File: config.mk
export PLATFORM = sky130hd
export DESIGN_NAME = if_id_buf
export DESIGN_NICKNAME = d
export VERILOG_FILES = /design/src/rtl/if_id_buf.sv
export SDC_FILE = /design/constraint.sdc
export NUM_CORES = 1
export LEC_CHECK = 0
export CAP_MARGIN = 5
export CORE_MARGIN = 2
export CORE_UTILIZATION = 45
export DETAILED_ROUTE_END_ITERATION = 12
export PLACE_DENSITY = 0.64
export RECOVER_POWER = 100
export SLEW_MARGIN = 20
export SYNTH_ARGS = -nofsm -noshare
export SYNTH_HDL_FRONTEND = slang
export SYNTH_SLANG_ARGS = --single-unit
File: constraint.sdc
create_clock -name clk -period 5.9 [get_ports clk]
set_input_delay 0.885 -clock clk [delete_from_list [all_inputs] [get_ports clk]]
set_output_delay 0.885 -clock clk [all_outputs]
set_load 0.03 [all_outputs]
File: src/rtl/if_id_buf.sv
`default_nettype none
// ============================================================================
// Module      : if_id_buf
// Description : DEPTH-entry fetch-to-decode instruction queue with
//               valid/ready handshake, redirect flush and NOP when empty.
//               Optional macro IF_ID_BUF_BYPASS_EN adds a 0-cycle path from
//               fetch to decode while the queue is empty.
// Revision    : 1.0 - initial release
// ============================================================================
module if_id_buf #(
    parameter int                 ADDR_W   = 32,
    parameter int                 INST_W   = 32,
    parameter int                 DEPTH    = 4,
    parameter logic [ADDR_W-1:0]  RST_PC   = '0,
    parameter logic [INST_W-1:0]  NOP_INST = INST_W'(32'h0000_0013)
) (
    input  logic                         clk,
    input  logic                         rst_n,
    input  logic                         flush_i,
    input  logic                         hold_i,
    input  logic                         in_valid_i,
    output logic                         in_ready_o,
    input  logic [ADDR_W-1:0]            pc_i,
    input  logic [INST_W-1:0]            inst_i,
    output logic                         out_valid_o,
    output logic [ADDR_W-1:0]            pc_o,
    output logic [INST_W-1:0]            inst_o,
    output logic [$clog2(DEPTH+1)-1:0]   count_o
);

    localparam int                PTR_W      = $clog2(DEPTH);
    localparam int                CNT_W      = $clog2(DEPTH+1);
    localparam logic [PTR_W-1:0]  C_PTR_LAST = PTR_W'(DEPTH-1);
    localparam logic [CNT_W-1:0]  C_DEPTH    = CNT_W'(DEPTH);

    logic [PTR_W-1:0]  wr_ptr_q, wr_ptr_d;
    logic [PTR_W-1:0]  rd_ptr_q, rd_ptr_d;
    logic [CNT_W-1:0]  count_q, count_d;
    logic [ADDR_W-1:0] last_pc_q, last_pc_d;
    logic [ADDR_W-1:0] pc_mem_q   [DEPTH];
    logic [ADDR_W-1:0] pc_mem_d   [DEPTH];
    logic [INST_W-1:0] inst_mem_q [DEPTH];
    logic [INST_W-1:0] inst_mem_d [DEPTH];

    logic w_empty, w_full, w_bypass, w_consume, w_push, w_pop;

    function automatic logic [PTR_W-1:0] ptr_inc(input logic [PTR_W-1:0] p);
        return (p == C_PTR_LAST) ? '0 : p + 1'b1;
    endfunction

    // Handshake qualifiers and decode-side outputs
    always_comb begin
        w_empty = (count_q == '0);
        w_full  = (count_q == C_DEPTH);
`ifdef IF_ID_BUF_BYPASS_EN
        // Empty queue: hand the fetched instruction straight to decode
        w_bypass = w_empty & in_valid_i & ~flush_i;
`else
        w_bypass = 1'b0;
`endif
        // A bypassed instruction decode accepts now never enters the queue
        w_consume   = w_bypass & ~hold_i;
        // Ready looks only at occupancy, so a full queue refuses even when popping
        in_ready_o  = ~w_full;
        w_push      = in_valid_i & ~w_full & ~flush_i & ~w_consume;
        w_pop       = ~w_empty & ~hold_i & ~flush_i;
        out_valid_o = ~w_empty | w_bypass;
        count_o     = count_q;
        if (!w_empty) begin
            pc_o   = pc_mem_q[rd_ptr_q];
            inst_o = inst_mem_q[rd_ptr_q];
        end else if (w_bypass) begin
            pc_o   = pc_i;
            inst_o = inst_i;
        end else begin
            pc_o   = last_pc_q;
            inst_o = NOP_INST;
        end
    end

    // Next-state for pointers, occupancy, last-issued PC and storage
    always_comb begin
        wr_ptr_d   = wr_ptr_q;
        rd_ptr_d   = rd_ptr_q;
        count_d    = count_q;
        last_pc_d  = last_pc_q;
        pc_mem_d   = pc_mem_q;
        inst_mem_d = inst_mem_q;
        if (w_push) begin
            pc_mem_d[wr_ptr_q]   = pc_i;
            inst_mem_d[wr_ptr_q] = inst_i;
        end
        if (w_pop) begin
            last_pc_d = pc_mem_q[rd_ptr_q];
        end else if (w_consume) begin
            last_pc_d = pc_i;
        end
        if (flush_i) begin
            // Redirect: drop everything; last_pc survives so decode sees a stable PC
            wr_ptr_d = '0;
            rd_ptr_d = '0;
            count_d  = '0;
        end else begin
            if (w_push) wr_ptr_d = ptr_inc(wr_ptr_q);
            if (w_pop)  rd_ptr_d = ptr_inc(rd_ptr_q);
            count_d = count_q + CNT_W'(w_push) - CNT_W'(w_pop);
        end
    end

    // State registers with asynchronous active-low reset
    always_ff @(posedge clk or negedge rst_n) begin
        if (!rst_n) begin
            wr_ptr_q  <= '0;
            rd_ptr_q  <= '0;
            count_q   <= '0;
            last_pc_q <= RST_PC;
            for (int i = 0; i < DEPTH; i++) begin
                pc_mem_q[i]   <= '0;
                inst_mem_q[i] <= '0;
            end
        end else begin
            wr_ptr_q   <= wr_ptr_d;
            rd_ptr_q   <= rd_ptr_d;
            count_q    <= count_d;
            last_pc_q  <= last_pc_d;
            pc_mem_q   <= pc_mem_d;
            inst_mem_q <= inst_mem_d;
        end
    end

endmodule
`default_nettype wire

# After elaboration in Yosys (flattened, before gate mapping)
# Cells that the tools add are included.
# totals
out_inout_bits	69
register_bits	295
input_bits	69
wordCells	55
# op_classes
addsub	4
magnitude_cmp	3
n_mux	19
n_reduce_logical	4
eq_ne	3
bitwise_logic	10
# ops
cell	n
bitwise mux 128 bit	2
two-way mux 32 bit	7
binary-select mux 32 bit (select 2 bit)	2
demux 32 bit (select 2 bit)	1
two-way mux 2 bit	6
greater-or-equal comparator 3 bit (second input constant)	2
NOT 2 -> 3 bit	2
adder 2 x 1 -> 2 bit (second input constant)	2
bitwise AND 1 bit	4
== test 2 bit (second input constant)	2
NOT 1 bit	4
nonzero test 2 bit	2
adder 3 x 1 -> 3 bit	1
== test 3 bit (second input constant)	1
logical NOT 3 bit	1
< comparator 3 x 1 -> 1 bit (second input constant)	1
two-way mux 3 bit	1
subtractor 3 x 1 -> 3 bit	1
logical AND 1 bit	1

# Logic depth before layout (Yosys ltp)
# Gate-level depths: netlist of the first run.
# logic_depth
depth_word	7
mapped_depth	11
ltp_nobuf	10

# Least setup slack after synthesis of the first run
# No wires, ideal clock.
# synth_path
path_kind	input -> register
from	input flush_i
to	register count_q[2], in the netlist count_o[2]
n_path_buf	2
required_ns	5.814
path_stages	11
path_slack_ns	2.958
setup_ns	0.086
arrival_time_ns	2.856
path_cell_list	buf_2 > nor3_2 > buf_2 > ha_1 > inv_1 > ha_1 > inv_1 > fa_1 > xor2_1 > and2_1 > nor3_1
# synth_via
elab_cells_between_ends	6
cone_classes	2 x add/sub; 1 x mux; 3 x bitwise
# synth_rtl
item	line_no	rtl
start: declaration	19	input logic flush_i,
NOT 1 bit	66	w_pop = ~w_empty & ~hold_i & ~flush_i;
bitwise AND 1 bit	66	
net w_pop	45	logic w_empty, w_full, w_bypass, w_consume, w_push, w_pop;
subtractor 3 x 1 -> 3 bit	106	count_d = count_q + CNT_W'(w_push) - CNT_W'(w_pop);
two-way mux 3 bit	98	if (flush_i) begin
net count_d[2]	38	logic [CNT_W-1:0] count_q, count_d;
end signal: assignment	124	count_q <= count_d;
end: declaration	38	
# The timed path passes the listed nets, and every way through them passes these cells.
# A chain may end at the register's enable or synchronous reset.

# Final worst setup path of the first run
# layout_path
from	register count_q[1], in the netlist count_o[1]
to	output pc_o[31]
# layout_via
elab_chain_cells	2
# layout_lines
item	line_no	rtl
logical NOT 3 bit	53	w_empty = (count_q == '0);
two-way mux 32 bit	69	if (!w_empty) begin
end: declaration	26	output logic [ADDR_W-1:0] pc_o,
# No other way between the ends.

==> metrics.txt, run 1 <==
Final Hold Viols 0; Area Growth Syn to Fin 18.9%; DP Worst Slack 1.87 ns; total number of H-tree levels 2; DRT Pass-1 Iters 4; initial core utilization 45.4%; num ports 138; Slowest Stage Delay on Critical Path 0.73 ns; Worst-Margin Slew 3.55 ns; Worst Setup Start Kind flip-flop; vias per std cell 5.34; Lkg Pwr 7.14 nW; wire per inst 19.7 µm; Die Wd 176 µm; Post-route DRC 0; Util after Layout 54.0%; initial drt markers 394; grt total ovfl 0; Async SR Flop Fraction 100%; initial antenna violation count 2; share of the synthesized area in the top cell type 55.2%; CP Max Fanout 45; HPWL after DPL 16.1 mm; total chip power 8.87 mW; Cell Count, Final, Fillers Out 1411; worst min-delay path class in2async; Final #Nets 1081; core footprint 0.0295 mm²; Mapped Nets 949; Clock Tree Buf Depth 3; largest net degree at the start of global routing 138; vias in the first global route 8241; Slew HR -137%; required time of the critical path 5.02 ns; Synth Cell Area 0.0134 mm²; Ys Warns 0; Num CTS Buffers 34; crit-path most repeated cell nand2_1; Most used DFF post-synth dfrtp_1; Yosys cell types 30; critical path, cell by cell nor3_4 -> buf_4 -> inv_1 -> clkbuf_2 -> nand2_1 -> nand2_1 -> dlygate4sd3_1; Root Driver clkbuf_16; global-route wire length before repair 45.5 mm; post-layout min period 4.84 ns; Worst path slowest cell clkbuf_2; Max IR drop VDD 0.255 mV; FF-to-FF setup slack 2.27 ns; Clock Skew 0.0168 ns; post-synthesis register bit count 295; most area-consuming cells after synthesis dfrtp_1 (55%), mux2_1 (20%), mux4_2 (11%); Final Max Slew Viols 503; Post-Route WL 27.8 mm; Rows 63; Synth Instances 872; fmax 207 MHz; Worst Path Arrival 3.95 ns; final critical-path share of the clock period 82.0%; die footprint 0.0311 mm²; final setup fails 0; top cells by count, synth dfrtp_1 (295), mux2_1 (240), nand2_1 (96); worst skew pair latency 0.50 ns; RSZ-0062 raised after global routing false; Post-DP Area 0.0149 mm²; Via Count 7535; hold buffers post-CTS 0; fraction of layout cells with a size suffix above 1 16.2%; Hold WS 0.379 ns; Setup crit end kind output port; post-route design area 0.0159 mm²; # Post-CTS Setup Buffers 0; failing checks capacitance limit, slew limit; outcome finished, violations left; max_cap viols 11; Total GRT Usage 18.8%; RD Place Congestion 0.706; most common cell in the netlist dfrtp_1; sequential-to-total area share from yosys stat 55.2%; TritonCTS clock tree built; Post-DRT Antenna Nets 0; clock sinks 295; PD cells 558 mW/mm²; post-cts repair resize count 0; Syn Area/Cell 15.3 µm²; Post-synth EDFFs 0; placed insts 1357; PortBufs 137; Synth area leader dfrtp_1; Crit Path Class reg2out; Die Ht 176 µm; Worst-path clk slew 0.06 ns; Setup TNS Final 0 ns; setup ws final 1.06 ns
==> worst paths after layout <==
path,startpoint,endpoint,depth (start not counted)
worst max register to register,count_o[1]$_DFF_PN0_,pc_mem_q[0]$_DFFE_PN0P_,5
worst max-delay path,count_o[1]$_DFF_PN0_,pc_o[31],7
worst min register to register,inst_mem_q[45]$_DFFE_PN0P_,inst_mem_q[45]$_DFFE_PN0P_,1
max in group asynchronous,rst_n,last_pc_q[28]$_DFFE_PN0P_,2
worst min-delay path,rst_n,inst_mem_q[90]$_DFFE_PN0P_,1
min in group clk,inst_mem_q[45]$_DFFE_PN0P_,inst_mem_q[45]$_DFFE_PN0P_,1
==> placed cells by master, fill, tap and decap left out, types with 2 or more instances in the layout <==
cell / synthesis / routed
or2_1: 3 / 3
ha_1: 7 / 7
dfrtp_4: 0 / 2
mux2_2: 48 / 48
clkbuf_1: 12 / 20
nor3_1: 1 / 2
dlygate4sd3_1: 0 / 57
nand2_1: 96 / 96
clkbuf_2: 0 / 3
mux2_1: 240 / 240
clkbuf_8: 0 / 4
mux4_2: 64 / 64
and2_0: 0 / 10
inv_1: 5 / 6
clkdlybuf4s50_1: 0 / 79
nor2_1: 2 / 2
a21oi_1: 4 / 4
o21ai_0: 4 / 4
dfrtp_1: 295 / 293
or4_1: 2 / 2
and2_1: 30 / 20
nand4b_1: 4 / 4
clkbuf_16: 0 / 35
==> layout make-up <==
cell class,count,area (µm²)
clock buffer,49,968
fill,2496,13600
antenna,1,2.50
timing repair buffer,152,1460
tap,390,488
multi-input combinational,514,5540
sequential,295,7390
clock inverter,3,43.8
inverter,7,26.3
==> sequential cells by signal (all words and copies together), names as in the netlist <==
register and count:
rd_ptr_q 2, count_o 3, inst_mem_q 128, wr_ptr_q 2
pc_mem_q 128, last_pc_q 32
==> power breakdown <==
part,internal (mW),switching [mW]
clock network,1.17,0.776
registers,2.90,0.480
logic,1.73,1.81
total,5.81,3.07
==> layer usage <==
metal / global-route usage [%] / vias to the layer above / share of wire (%) / wire (µm)
met5: 0 / - / 0 / 0
met4: 4.03 / 0 / 1.6 / 448
met3: 3.60 / 37 / 4.7 / 1310
met2: 31.1 / 130 / 48 / 13300
met1: 26.1 / 3978 / 46 / 12700
li1: - / 3390 / - / -
==> cells by family (layout without fill, tap and decap cells) <==
kind of cell | count (synthesis) | after routing | share of synthesized area, %
simple gates | 145 | 145 | 5.18
other cells | 0 | 1 | 0
buf+inv | 63 | 211 | 3.47
flops | 295 | 295 | 55.2
mux | 352 | 352 | 35.0
compound gates | 8 | 8 | 0.299
xor+xnor | 1 | 1 | 0.0655
fa+ha+maj | 8 | 8 | 0.804
==> worst max-delay path, delay by kind of cell (launching register included) <==
family / cells / cell delay [ns]
flip-flops: 1 / 0.48
buffers and inverters: 4 / 2.40
AND/OR/NAND/NOR: 3 / 0.57
Power figures use the tool's default switching activity.
==> run 2: changes to the inputs <==
==> constraint.sdc (replaced) <==
create_clock -name clk -period 4.7 [get_ports clk]
set_input_delay 0.705 -clock clk [delete_from_list [all_inputs] [get_ports clk]]
set_output_delay 0.705 -clock clk [all_outputs]
set_load 0.03 [all_outputs]
==> run 2 against run 1 <==
The run still ends with capacitance limit, slew limit left; clock power rose by 32%; highest routed layer unchanged; critical path depth shrank 3; die area is the same; sequential power is 25% higher; largest cell class unchanged; register-to-register slack lost 1.5 ns.
==> metrics.txt, run 2 (same netlist as run 1, synthesis figures left out) <==
Total GRT Usage 18.8% (about the same); outcome finished, violations left; hold path start pc_mem_q[22]$_DFFE_PN0P_; initial drt markers 362 (-8.1%); TritonCTS clock tree built; core footprint 0.0295 mm² (unchanged); most common cell after layout, fill and taps aside dfrtp_1; clock share of power 22.9% (+0.9 points); failing checks capacitance limit, slew limit; fmax 246 MHz; Via Count 7566 (+0.41%); clock sinks 295 (unchanged); worst min-delay path class reg2reg; RSZ-0062 raised after global routing false; Max IR drop VDD 0.425 mV (+66%); initial antenna violation count 3 (+1); hold buffers post-CTS 0 (unchanged); FF-to-FF setup slack 0.77 ns (-1.50 ns); grt total ovfl 0 (unchanged); initial core utilization 45.4% (unchanged); Worst path slowest cell clkbuf_1; Setup crit end kind flip-flop; Area Growth Syn to Fin 19.7%; Final #Nets 1084 (+0.28%); Slowest Stage Delay on Critical Path 1.76 ns (+1.03 ns); Post-route DRC 0 (unchanged); Worst-path clk slew 0.06 ns (about the same); total number of H-tree levels 2 (unchanged); max_cap viols 9 (-2); Die Ht 176 µm (unchanged); wire per inst 19.8 µm (+0.42%); Logic pwr share 39.5% (-0.4 points); PortBufs 137 (unchanged); vias in the first global route 8031 (-2.5%); critical path, cell by cell dlygate4sd3_1 -> nand4b_1 -> clkbuf_1 -> mux2_2; Clock Skew 0.0198 ns (+0.00302 ns); Lkg Pwr 7.23 nW (+1.2%); Seq pwr share 37.6% (-0.5 points); Worst Path Arrival 4.44 ns (+0.49 ns); fraction of layout cells with a size suffix above 1 16.8% (+0.65 points); post-layout min period 4.06 ns; CP Max Fanout 32 (-29%); Worst-Margin Slew 2.51 ns (-1.04 ns); RR Startpoint count_o[1]$_DFF_PN0_; Final Max Slew Viols 359 (-29%); Post-DRT Antenna Nets 0 (unchanged); global-route wire length before repair 45.3 mm (-0.39%); CP bufs+invs 2 (-2); internal power 7.40 mW (+27%); final critical-path share of the clock period 86.4%; commonest non-fill, non-tap cells in the layout dfrtp_1 (293), mux2_1 (241), nand2_1 (96); Post-Route WL 28.0 mm (+0.64%); vias per std cell 5.35 (+0.20%); worst skew pair latency 0.51 ns (about the same); Sw Ratio 34.3% (-0.25 points); Crit Path Class in2reg; Root Driver clkbuf_16; Setup TNS Final 0 ns (unchanged); HPWL after DPL 16.3 mm (+1.4%); final setup fails 0 (unchanged); Num CTS Buffers 34 (unchanged); CP Launch Point flush_i; Final Hold Viols 0 (unchanged); Clock Tree Buf Depth 3 (unchanged); critical path's top delay family buffers and inverters; Slew HR -67.3% (+69 points); Rows 63 (unchanged); required time of the critical path 5.08 ns (+0.06 ns); PD cells 703 mW/mm² (+26%); # Post-CTS Setup Buffers 0 (unchanged); post-cts repair resize count 0 (unchanged); switching pwr 3.87 mW (+26%); top flop regs inst_mem_q x128, pc_mem_q x128, last_pc_q x32; Hold WS 0.484 ns (+0.104 ns); largest net degree at the start of global routing 123 (-11%); RD Place Congestion 0.711 (+0.78%); num ports 138 (unchanged); Die Wd 176 µm (unchanged); die footprint 0.0311 mm² (unchanged); DRT Pass-1 Iters 4 (unchanged); Worst Setup Start Kind primary input
-- run 2: metrics by stage --
| step | setup slack [ns] | cells | area, µm² | power [mW] | util (%) |
|---|---|---|---|---|---|
| 3_3_place_gp | 1.20 | 1360 | 15000 | 8.88 | 50.9 |
| 4_1_cts | 0.653 | 1411 | 16100 | 11.6 | 54.5 |
| 5_1_grt | 0.402 | 1412 | 16000 | 12.0 | 54.3 |
| 3_5_place_dp | 1.21 | 1360 | 15000 | 8.97 | 50.9 |
| 6_report | 0.638 | 1414 | 16000 | 11.3 | 54.3 |
| 2_1_floorplan | 1.94 | 872 | 13400 | 7.29 | - |
-- run 2: power by group through the flow --
stage          Clock, mW  Combinational [mW]  Sequential (mW)
2_1_floorplan          0                3.24             4.05
3_3_place_gp           0                4.56             4.32
3_5_place_dp           0                4.63             4.34
4_1_cts             2.66                4.65             4.30
5_1_grt             2.77                4.84             4.39
6_report            2.58                4.45             4.23
-- run 2: layout make-up --
type                       instances  area, µm²
multi-input combinational        514       5540
fill                            2491      13500
antenna                            2       5.00
timing repair buffer             155       1500
clock buffer                      44        960
tap                              390        488
clock inverter                     7        118
inverter                           7       26.3
sequential                       295       7390
-- run 2: layer usage --
metal | track usage (%) | part of all wire (%) | up-vias
met5 | 0 | 0 | -
met4 | 5.23 | 1.9 | 0
met3 | 3.94 | 5.1 | 46
met2 | 29.5 | 47 | 149
met1 | 26.7 | 46 | 3961
li1 | - | - | 3410
-- run 2: worst paths after layout --
kind,end,cells after the start
worst max-delay path,inst_mem_q[32]$_DFFE_PN0P_,4
worst min register to register,pc_mem_q[22]$_DFFE_PN0P_,1
worst max register to register,last_pc_q[21]$_DFFE_PN0P_,5
max in group asynchronous,last_pc_q[7]$_DFFE_PN0P_,2
worst min-delay path,pc_mem_q[22]$_DFFE_PN0P_,1
min in group asynchronous,inst_mem_q[122]$_DFFE_PN0P_,1
==> run 3: changes to the inputs <==
--- a/config.mk
+++ b/config.mk
@@ -5,7 +5,7 @@
 export SDC_FILE = /design/constraint.sdc
 export NUM_CORES = 1
 export LEC_CHECK = 0
-export CAP_MARGIN = 5
+export CAP_MARGIN = 15
 export CORE_MARGIN = 2
 export CORE_UTILIZATION = 45
 export DETAILED_ROUTE_END_ITERATION = 12
==> results of run 3 <==
No change in the layout: final DEF, timing and power equal those of run 2.
